## src/rtl/id_stage_pipe_if.sv

```systemverilog
// Bus bundle for id_stage_pipe: fetch offer, writeback port, flush,
// branch resolution and the registered ID/EX outputs.
interface id_stage_pipe_if #(
  parameter int DATA_WIDTH     = 32,
  parameter int REG_ADDR_WIDTH = 5
);
  logic                      InValid;
  logic                      InReady;
  logic [31:0]               Instruction;
  logic [DATA_WIDTH-1:0]     PCResult;
  logic                      WbWriteEn;
  logic [REG_ADDR_WIDTH-1:0] WbWriteRegister;
  logic [DATA_WIDTH-1:0]     WbWriteData;
  logic                      FlushIn;
  logic                      BranchTaken;
  logic [DATA_WIDTH-1:0]     BranchAddress;
  logic                      OutValid;
  logic                      OutReady;
  logic [31:0]               OutInstruction;
  logic [DATA_WIDTH-1:0]     OutPC;
  logic [DATA_WIDTH-1:0]     OutReadData1;
  logic [DATA_WIDTH-1:0]     OutReadData2;
  logic [DATA_WIDTH-1:0]     OutImmExt;
  logic                      OutMemRead;

  modport master (
    output InValid, Instruction, PCResult, WbWriteEn, WbWriteRegister,
           WbWriteData, FlushIn, OutReady,
    input  InReady, BranchTaken, BranchAddress, OutValid, OutInstruction,
           OutPC, OutReadData1, OutReadData2, OutImmExt, OutMemRead
  );

  modport slave (
    input  InValid, Instruction, PCResult, WbWriteEn, WbWriteRegister,
           WbWriteData, FlushIn, OutReady,
    output InReady, BranchTaken, BranchAddress, OutValid, OutInstruction,
           OutPC, OutReadData1, OutReadData2, OutImmExt, OutMemRead
  );
endinterface

```

## src/rtl/id_stage_pipe.sv

```systemverilog
// Decode stage: register file, operand read, branch resolve, jal link write, ID/EX register.
// Optional macro ID_BYPASS_EN forwards same-cycle writeback data into operand reads.
module id_stage_pipe #(
  parameter int DATA_WIDTH     = 32,
  parameter int REG_ADDR_WIDTH = 5,
  parameter int LINK_REG       = 31
) (
  input logic            Clk,
  input logic            Rst,
  id_stage_pipe_if.slave bus
);
  localparam int NUM_REGS = 2 ** REG_ADDR_WIDTH;
  localparam logic [REG_ADDR_WIDTH-1:0] LINK_IDX = REG_ADDR_WIDTH'(LINK_REG);

  localparam logic [5:0] OP_JAL  = 6'h03;
  localparam logic [5:0] OP_BEQ  = 6'h04;
  localparam logic [5:0] OP_BNE  = 6'h05;
  localparam logic [5:0] OP_ANDI = 6'h0C;
  localparam logic [5:0] OP_ORI  = 6'h0D;
  localparam logic [5:0] OP_XORI = 6'h0E;
  localparam logic [5:0] OP_LB   = 6'h20;
  localparam logic [5:0] OP_LH   = 6'h21;
  localparam logic [5:0] OP_LW   = 6'h23;
  localparam logic [5:0] OP_LBU  = 6'h24;
  localparam logic [5:0] OP_LHU  = 6'h25;

  logic [DATA_WIDTH-1:0]     regFile [NUM_REGS];
  logic                      linkPending;
  logic [DATA_WIDTH-1:0]     linkData;

  logic                      outValid;
  logic                      outMemRead;
  logic [31:0]               outInstruction;
  logic [DATA_WIDTH-1:0]     outPc;
  logic [DATA_WIDTH-1:0]     outReadData1;
  logic [DATA_WIDTH-1:0]     outReadData2;
  logic [DATA_WIDTH-1:0]     outImmExt;

  logic [5:0]                opcode;
  logic [REG_ADDR_WIDTH-1:0] rsIdx;
  logic [REG_ADDR_WIDTH-1:0] rtIdx;
  logic [REG_ADDR_WIDTH-1:0] exRtIdx;
  logic [DATA_WIDTH-1:0]     immSext;
  logic [DATA_WIDTH-1:0]     immExt;
  logic [DATA_WIDTH-1:0]     rsData;
  logic [DATA_WIDTH-1:0]     rtData;
  logic [DATA_WIDTH-1:0]     linkValue;
  logic                      isLoad;
  logic                      isJal;
  logic                      loadUse;
  logic                      inReady;
  logic                      accept;
  logic                      linkWrite;

  assign opcode  = bus.Instruction[31:26];
  assign rsIdx   = bus.Instruction[21 +: REG_ADDR_WIDTH];
  assign rtIdx   = bus.Instruction[16 +: REG_ADDR_WIDTH];
  assign exRtIdx = outInstruction[16 +: REG_ADDR_WIDTH];

  assign immSext = {{(DATA_WIDTH-16){bus.Instruction[15]}}, bus.Instruction[15:0]};
  assign immExt  = (opcode inside {OP_ANDI, OP_ORI, OP_XORI})
                 ? {{(DATA_WIDTH-16){1'b0}}, bus.Instruction[15:0]} : immSext;
  assign isLoad  = opcode inside {OP_LB, OP_LH, OP_LW, OP_LBU, OP_LHU};
  assign isJal   = (opcode == OP_JAL);

`ifdef ID_BYPASS_EN
  assign rsData = (rsIdx == '0) ? '0
                : (bus.WbWriteEn && bus.WbWriteRegister == rsIdx) ? bus.WbWriteData
                : regFile[rsIdx];
  assign rtData = (rtIdx == '0) ? '0
                : (bus.WbWriteEn && bus.WbWriteRegister == rtIdx) ? bus.WbWriteData
                : regFile[rtIdx];
`else
  assign rsData = (rsIdx == '0) ? '0 : regFile[rsIdx];
  assign rtData = (rtIdx == '0) ? '0 : regFile[rtIdx];
`endif

  // A load still sitting in ID/EX cannot feed its result to the instruction behind it.
  assign loadUse = bus.InValid && outValid && outMemRead && (exRtIdx != '0)
                && ((exRtIdx == rsIdx) || (exRtIdx == rtIdx));
  assign inReady = !Rst && !bus.FlushIn && !linkPending && !loadUse
                && (!outValid || bus.OutReady);
  assign accept  = bus.InValid && inReady;

  assign linkValue = bus.PCResult + DATA_WIDTH'(4);
  // The link write yields the port to writeback on the accept edge and retires one cycle later.
  assign linkWrite = (accept && isJal && !bus.WbWriteEn) || linkPending;

  assign bus.InReady       = inReady;
  assign bus.BranchTaken   = accept && (((opcode == OP_BEQ) && (rsData == rtData))
                                     || ((opcode == OP_BNE) && (rsData != rtData)));
  assign bus.BranchAddress = bus.PCResult + (immSext << 2);

  // NOTE: the register file is cleared by Rst so architectural state reads 0 afterwards;
  // a loop of non-blocking writes keeps it a plain flop array with no RAM macro semantics.
  always_ff @(posedge Clk) begin
    if (Rst) begin
      for (int i = 0; i < NUM_REGS; i++) regFile[i] <= '0;
    end else begin
      if (bus.WbWriteEn && bus.WbWriteRegister != '0)
        regFile[bus.WbWriteRegister] <= bus.WbWriteData;
      if (linkWrite && LINK_IDX != '0)
        regFile[LINK_IDX] <= linkPending ? linkData : linkValue;
    end
  end

  always_ff @(posedge Clk) begin
    if (Rst) begin
      linkPending    <= 1'b0;
      linkData       <= '0;
      outValid       <= 1'b0;
      outMemRead     <= 1'b0;
      outInstruction <= '0;
      outPc          <= '0;
      outReadData1   <= '0;
      outReadData2   <= '0;
      outImmExt      <= '0;
    end else begin
      linkPending <= accept && isJal && bus.WbWriteEn;
      if (accept && isJal) linkData <= linkValue;

      if (bus.FlushIn) begin
        outValid       <= 1'b0;
        outMemRead     <= 1'b0;
        outInstruction <= '0;
        outPc          <= '0;
        outReadData1   <= '0;
        outReadData2   <= '0;
        outImmExt      <= '0;
      end else if (accept) begin
        outValid       <= 1'b1;
        outMemRead     <= isLoad;
        outInstruction <= bus.Instruction;
        outPc          <= bus.PCResult;
        outReadData1   <= rsData;
        outReadData2   <= rtData;
        outImmExt      <= immExt;
      end else if (bus.OutReady) begin
        outValid <= 1'b0;
      end
    end
  end

  assign bus.OutValid       = outValid;
  assign bus.OutMemRead     = outMemRead;
  assign bus.OutInstruction = outInstruction;
  assign bus.OutPC          = outPc;
  assign bus.OutReadData1   = outReadData1;
  assign bus.OutReadData2   = outReadData2;
  assign bus.OutImmExt      = outImmExt;
endmodule

```

## src/flat_wrapper.sv

```systemverilog
// flat-port wrapper written by rule: the top's interface ports become plain ports
module id_stage_pipe_flat 
#(
  parameter int DATA_WIDTH     = 32,
  parameter int REG_ADDR_WIDTH = 5,
  parameter int LINK_REG       = 31
)
  (Clk, Rst, bus_InValid, bus_Instruction, bus_PCResult, bus_WbWriteEn, bus_WbWriteRegister, bus_WbWriteData, bus_FlushIn, bus_OutReady, bus_InReady, bus_BranchTaken, bus_BranchAddress, bus_OutValid, bus_OutInstruction, bus_OutPC, bus_OutReadData1, bus_OutReadData2, bus_OutImmExt, bus_OutMemRead);
  id_stage_pipe_if #(.DATA_WIDTH(DATA_WIDTH), .REG_ADDR_WIDTH(REG_ADDR_WIDTH)) bus_i ();
  input logic Clk;
  input logic Rst;
  input wire logic [$bits(bus_i.InValid)-1:0] bus_InValid;
  input wire logic [$bits(bus_i.Instruction)-1:0] bus_Instruction;
  input wire logic [$bits(bus_i.PCResult)-1:0] bus_PCResult;
  input wire logic [$bits(bus_i.WbWriteEn)-1:0] bus_WbWriteEn;
  input wire logic [$bits(bus_i.WbWriteRegister)-1:0] bus_WbWriteRegister;
  input wire logic [$bits(bus_i.WbWriteData)-1:0] bus_WbWriteData;
  input wire logic [$bits(bus_i.FlushIn)-1:0] bus_FlushIn;
  input wire logic [$bits(bus_i.OutReady)-1:0] bus_OutReady;
  output wire logic [$bits(bus_i.InReady)-1:0] bus_InReady;
  output wire logic [$bits(bus_i.BranchTaken)-1:0] bus_BranchTaken;
  output wire logic [$bits(bus_i.BranchAddress)-1:0] bus_BranchAddress;
  output wire logic [$bits(bus_i.OutValid)-1:0] bus_OutValid;
  output wire logic [$bits(bus_i.OutInstruction)-1:0] bus_OutInstruction;
  output wire logic [$bits(bus_i.OutPC)-1:0] bus_OutPC;
  output wire logic [$bits(bus_i.OutReadData1)-1:0] bus_OutReadData1;
  output wire logic [$bits(bus_i.OutReadData2)-1:0] bus_OutReadData2;
  output wire logic [$bits(bus_i.OutImmExt)-1:0] bus_OutImmExt;
  output wire logic [$bits(bus_i.OutMemRead)-1:0] bus_OutMemRead;
  assign bus_i.InValid = bus_InValid;
  assign bus_i.Instruction = bus_Instruction;
  assign bus_i.PCResult = bus_PCResult;
  assign bus_i.WbWriteEn = bus_WbWriteEn;
  assign bus_i.WbWriteRegister = bus_WbWriteRegister;
  assign bus_i.WbWriteData = bus_WbWriteData;
  assign bus_i.FlushIn = bus_FlushIn;
  assign bus_i.OutReady = bus_OutReady;
  assign bus_InReady = bus_i.InReady;
  assign bus_BranchTaken = bus_i.BranchTaken;
  assign bus_BranchAddress = bus_i.BranchAddress;
  assign bus_OutValid = bus_i.OutValid;
  assign bus_OutInstruction = bus_i.OutInstruction;
  assign bus_OutPC = bus_i.OutPC;
  assign bus_OutReadData1 = bus_i.OutReadData1;
  assign bus_OutReadData2 = bus_i.OutReadData2;
  assign bus_OutImmExt = bus_i.OutImmExt;
  assign bus_OutMemRead = bus_i.OutMemRead;
  id_stage_pipe #(.DATA_WIDTH(DATA_WIDTH), .REG_ADDR_WIDTH(REG_ADDR_WIDTH), .LINK_REG(LINK_REG)) u_core (.Clk(Clk), .Rst(Rst), .bus(bus_i));
endmodule
```

## config.mk

```make
export PLATFORM = sky130hd
export DESIGN_NAME = id_stage_pipe_flat
export DESIGN_NICKNAME = d
export VERILOG_FILES = /design/src/rtl/id_stage_pipe_if.sv /design/src/rtl/id_stage_pipe.sv /design/src/flat_wrapper.sv
export SDC_FILE = /design/constraint.sdc
export NUM_CORES = 2
export LEC_CHECK = 0
export ABC_CLOCK_PERIOD_IN_PS = 4700
export CAP_MARGIN = 10
export CORE_MARGIN = 2
export CORE_UTILIZATION = 45
export CTS_CLUSTER_DIAMETER = 80
export DETAILED_ROUTE_END_ITERATION = 12
export SKIP_LAST_GASP = 1
export SLEW_MARGIN = 40
export SYNTH_ARGS = -nofsm -noshare
export SYNTH_HDL_FRONTEND = slang
export SYNTH_SLANG_ARGS = --single-unit
```

## constraint.sdc

```tcl
create_clock -name Clk -period 4.7 [get_ports Clk]
set_input_delay 0.94 -clock Clk [delete_from_list [all_inputs] [get_ports Clk]]
set_output_delay 0.94 -clock Clk [all_outputs]
set_load 0.1 [all_outputs]
```

======== Word-level counts from Yosys, hierarchy flattened ========
Memory sizes are Yosys's and may differ from the RTL's.
Index checks and enable logic that the tools add are counted.
cells by class
  $add $sub $neg .......................... 2
  equality and inequality tests ........... 16
  mux-type cells .......................... 18
  bitwise logic cells ..................... 4
  reduce and logical (&&, ||, !) cells .... 35
operators by type and width
  operator               number
  $mux 32                6
  $add 32x3->32 const B  1
  $add 32x32->32         1
  $eq 32x32->1           1
  $ne 32x32->1           1
  $reduce_or 32->1       1
  $eq 6x6->1 const B     5
  $eq 6x4->1 const B     3
  $logic_and 1x1->1      16
  $reduce_bool 5->1      3
  $eq 6x3->1 const B     2
  $mux 1                 11
  $eq 5x5->1             2
  $logic_not 5->1        2
  $eq 6x2->1 const B     1
  $logic_not 1->1        6
  $eq 5x5->1 const B     1
  $mux 5                 1
  $logic_or 1x1->1       4
  $reduce_bool 3->1      1
  $and 1x1->1            2
  $reduce_bool 2->1      1
  $reduce_or 2->1        1
  $not 1->1              1
  $or 1x1->1             1
word-level totals
  flip-flop bits (word level) ............. 195
  bits in writable memories ............... 1024
  bits of input ports ..................... 107
  output and inout bits ................... 196
  logic and storage cells ................. 85
  memories kept ........................... 1
memory list
  name            words  bits a word  read ports  clocked after memory_dff  write ports  RTL line             source
  u_core.regFile  32     32           2           0                         32           id_stage_pipe.sv:27  logic [DATA_WIDTH-1:0] regFile [NUM_REGS];

======== Logic depth before layout (Yosys ltp) ========
  depth after elaboration ................. 19
  gate-level depth with buffers ........... 15

======== Least setup slack after synthesis ========
No wires, ideal clock.
  kind .................................... input -> output
  start point ............................. input bus_Instruction[16]
  end point ............................... output bus_BranchTaken
  data arrival time ....................... 6.194 ns
  slack ................................... -2.434 ns
  stages .................................. 11
  path buffers ............................ 4
  path through ............................ buf_6 -> buf_4 -> buf_2 -> xnor2_1 -> nand2_1 -> o22ai_1 -> a2111oi_2 -> nand2_1 -> clkbuf_1 -> or4_1 -> a21oi_1
on the way
  longest elaborated chain between the ends .. 8
  elaborated cells between the ends (all ways) .. 16
  classes of those cells .................. 3 x eq/ne; 1 x mux; 11 x reduce/logical; 1 x memory
RTL lines
  element             RTL line             source
  start: declaration  flat_wrapper.sv:13   input wire logic [$bits(bus_i.Instruction)-1:0] bus_Instruction;
  $eq 5x5->1          id_stage_pipe.sv:80  && ((exRtIdx == rsIdx) || (exRtIdx == rtIdx));
  $logic_or 1x1->1    id_stage_pipe.sv:80
  $logic_and 1x1->1   id_stage_pipe.sv:80
  $logic_not 1->1     id_stage_pipe.sv:81  assign inReady = !Rst && !bus.FlushIn && !linkPending && !loadUse
  $logic_and 1x1->1   id_stage_pipe.sv:81
  $logic_and 1x1->1   id_stage_pipe.sv:82  && (!outValid || bus.OutReady);
  net bus_InReady     flat_wrapper.sv:20   output wire logic [$bits(bus_i.InReady)-1:0] bus_InReady;
  $logic_and 1x1->1   id_stage_pipe.sv:83  assign accept = bus.InValid && inReady;
  $logic_and 1x1->1   id_stage_pipe.sv:90  assign bus.BranchTaken = accept && (((opcode == OP_BEQ) && (rsData == rtData))
  end: declaration    flat_wrapper.sv:21   output wire logic [$bits(bus_i.BranchTaken)-1:0] bus_BranchTaken;
The timed path passes the listed nets, and every way through them passes these cells.

======== Worst setup path after layout ========
  start point ............................. input bus_Instruction[22]
  end point ............................... output bus_BranchTaken
on the way
  longest elaborated chain between the ends .. 8
  elaborated cells between the ends (all ways) .. 16
  classes of those cells .................. 3 x eq/ne; 1 x mux; 11 x reduce/logical; 1 x memory
RTL lines
  element                                                RTL line
  branches (longest 7 deep; another with $mem_v2 32x32)  --
  $logic_and 1x1->1 (*)                                  id_stage_pipe.sv:90
Mark *: on every way between the ends.

==> impl_metrics.tcl <==
set metrics [dict create \
    status "finished, violations left" \
    failed_checks "negative setup slack" \
    grtUsageTotal 0.331 \
    dr.pass1.iters 6 \
    max-cap-violations 0 \
    report.power.total_w 0.0273 \
    multiInputGateArea_mm2 0.0279 \
    reg2reg_to "u_core.regFile[3][25]" \
    first_iter_violations 6429 \
    cellInternalPower_w 0.0198 \
    hold-path-cell-count 3 \
    vdd_drop_max_mv 0.306 \
    post-dp-hpwl_um 160000 \
    cts_buffers 136 \
    hold_slack_ns 0.439 \
    max_clock_freq_mhz 175 \
    yosysTopAreaCellShare 0.487 \
    remaining_drc_errors 0 \
    grt_max_degree 152 \
    startpoint "bus_Instruction[22]" \
    core_area_mm2 0.139 \
    hold_path_class "in -> reg" \
    ios 303 \
    critical_path_class "in -> out" \
    relSlewSlack 0.430 \
    arrival_ns 4.77 \
    ys_seq_elements 1188 \
    grt_first_pass_wirelength_um 331000 \
    clockBufferDepth 3 \
    gp_routability_congestion 0.944 \
    r2r_cells 8 \
    fin_nets 5457 \
    seqPwrFrac 0.445 \
    num_rows 137 \
    critPathMaxFanout 17 \
    swShare 0.274 \
    h-tree-depth 4 \
    timing.final.ws_setup_ns -1.01 \
    via_count 45400 \
    grt_pass1_vias 44400 \
    netSwitchingPower_w 0.00749 \
    r2r_start "u_core.linkPending" \
    start_util 0.453 \
    cp-start-kind "input pin" \
    area_growth_pct 22.3 \
    hold_start "bus_Instruction[0]" \
    ys_seq_area_frac 0.539 \
    insertion_delay_ns 0.79 \
    finalSetupViolCount 1 \
    avgSynthCellArea_um2 13.5 \
    dieHeight_um 379 \
    power_leakage_nw 28.8 \
    syn-cell-area_mm2 0.0632 \
    drt-wirelength-per-cell_um 32.6 \
    ant_nets 0 \
    power.density_mw_per_mm2 353 \
    synthTopCellsByArea "edfxtp_1 49%, mux4_2 17%, and2_1 9.6%" \
    grt_overflow 0 \
    rsz0062_at_grt "yes" \
    dieArea_mm2 0.143 \
    cts-hold-fix-buffers 0 \
    worst_pin_slew_ns 0.855 \
    cp-end-kind "output port" \
    yosysWarnings 0 \
    synth.distinct_cells 65 \
    fillers 11400 \
    cts.clk_slew.worst_paths_ns 0.06 \
    cts_tree "built" \
    synthFlopType "edfxtp_1" \
    required_ns 3.76 \
    port_buffers 302 \
    share_comb_of_total_power 0.180 \
    vias_per_cell 6.23 \
    r2r_setup_slack_ns 1.92 \
    seqCellArea_mm2 0.0340 \
    synth_edf_count 1024 \
    finClkSkew_ns 0.0215 \
    synth_area_leader_cell "edfxtp_1" \
    async_flop_share 0 \
    cts_root_buf "clkbuf_16" \
    hold_end "u_core.bus.OutImmExt[0]" \
    drive_gt1_frac 0.324 \
    post-route-min-period_ns 5.71 \
    fin_crit_sh 1.21 \
    final_hold_viol_count 0 \
    finalWirelength_um 238000 \
    cts.sinks 1188 \
    clkPwrFrac 0.375 \
    dieWidth_um 379 \
    drv_slew 0 \
    synth_cells 4693 \
    post-route-util 0.554 \
    antenna_found_initial 18 \
]
[sequential cells by signal, summed over array words and instances (netlist names)]
signal and cells:
u_core.regFile 1024, u_core.bus.OutImmExt 17, u_core.linkData 32, u_core.bus.OutMemRead 1
u_core.bus.OutPC 32, u_core.bus.OutInstruction 16, u_core.bus.OutReadData2 32, u_core.bus.OutReadData1 32
u_core.linkPending 1, u_core.bus.OutValid 1
[worst max path at each step]
stage,end,slack [ns]
floorplan,bus_BranchTaken,-0.84
global placement,bus_BranchTaken,-1.57
detailed placement,bus_BranchTaken,-1.46
CTS,bus_BranchTaken,-0.90
global route,bus_BranchTaken,-1.02
finish,bus_BranchTaken,-1.01
[cell usage after synthesis, types with 10 or more instances]
master	n
and3_1	14
or2_2	41
nor3_1	17
xnor2_1	63
xor2_1	34
o21ai_0	46
a22oi_1	42
nand4_1	12
nor2_1	221
a21o_1	10
o2111ai_1	10
o211ai_1	14
nand2_1	306
edfxtp_1	1024
mux4_2	487
a221oi_1	21
o221ai_1	54
inv_1	17
a21oi_1	224
nor2b_1	11
buf_2	58
buf_6	17
a211o_1	10
mux2i_1	173
dfxtp_1	164
mux2_2	32
a221o_1	12
and2_1	966
clkbuf_1	325
ha_1	30
a211oi_1	26
buf_1	10
buf_4	64
nand3_1	42
[layout by cell type, fill, tap and decap left out, types with 38 or more instances in the layout]
cell type and n:
nand2_1 303, mux2i_1 170, xnor2_1 45, clkdlybuf4s50_1 44, edfxtp_1 1024, buf_12 113
dfxtp_1 163, nand3_1 38, a21oi_1 216, and2_1 966, mux4_2 487, buf_2 191
o221ai_1 53, o21ai_0 42, clkbuf_16 146, buf_4 516, nor2_1 189, or2_2 40
[routing by layer]
metal / global-route usage / up-vias / share of wire
met5: 0 / - / 0.00042
li1: - / 18800 / -
met4: 0.162 / 16 / 0.054
met2: 0.500 / 2752 / 0.45
met3: 0.0651 / 531 / 0.10
met1: 0.459 / 23400 / 0.39
[power by group through the flow]
stage	combinational, W	clock (W)	sequential, W
final	0.00491	0.0102	0.0121
after global routing	0.00504	0.0107	0.0122
after CTS	0.00479	0.0103	0.0121
after detailed placement	0.00462	0	0.0123
after global placement	0.00463	0	0.0123
after floorplan	0.00246	0	0.0124
[area by class of cell]
| cell class | instances | share of cell area |
|---|---|---|
| Inverter | 20 | 0.00100 |
| Multi-Input combinational cell | 3038 | 0.361 |
| Antenna cell | 4 | 0.000130 |
| Clock buffer | 181 | 0.0488 |
| Tap cell | 1876 | 0.0304 |
| Sequential cell | 1188 | 0.441 |
| Clock inverter | 57 | 0.00505 |
| Timing Repair Buffer | 935 | 0.113 |
[worst max-delay path, cell delays in order]
cell and delay [ns]:
buf_8 0.14, buf_12 0.20, buf_4 0.22, buf_16 0.19, mux4_2 0.36, mux4_2 0.57
mux2i_1 0.18, nor2_1 0.10, xnor2_2 0.31, nand3_2 0.17, nor4_2 0.26, or4b_4 0.51
a21oi_4 0.32, buf_12 0.22
[repair_timing]
action                                  4_1_cts  5_1_grt
resized for setup                           144       58
setup buffers                                29        4
pin swaps                                    35       37
endpoints found under the setup margin       16        9
gates cloned                                  6        4
[cells by family (layout without fill, tap and decap cells)]
family | after synthesis | after routing | synth area share
buffers and inverters | 498 | 1193 | 0.0374
multiplexers | 692 | 692 | 0.207
XOR/XNOR | 97 | 97 | 0.0135
adder cells (fa/ha/maj) | 31 | 31 | 0.00626
AND/OR/NAND/NOR | 1670 | 1670 | 0.144
other | 1 | 36 | 0.0000594
AO/OA/AOI/OAI | 516 | 516 | 0.0532
flip-flops | 1188 | 1188 | 0.539
[stage by stage]
step	std cells	TNS (ns)	area, µm²	setup slack [ns]
3_3_place_gp	7015	-6.35	72500	-1.57
2_1_floorplan	4724	-0.903	63400	-0.844
6_report	7299	-1.01	77300	-1.01
5_1_grt	7295	-1.05	77200	-1.02
4_1_cts	7288	-0.895	76800	-0.895
3_5_place_dp	7017	-6.28	71600	-1.46
No activity file was read; power rests on OpenSTA's default activity.
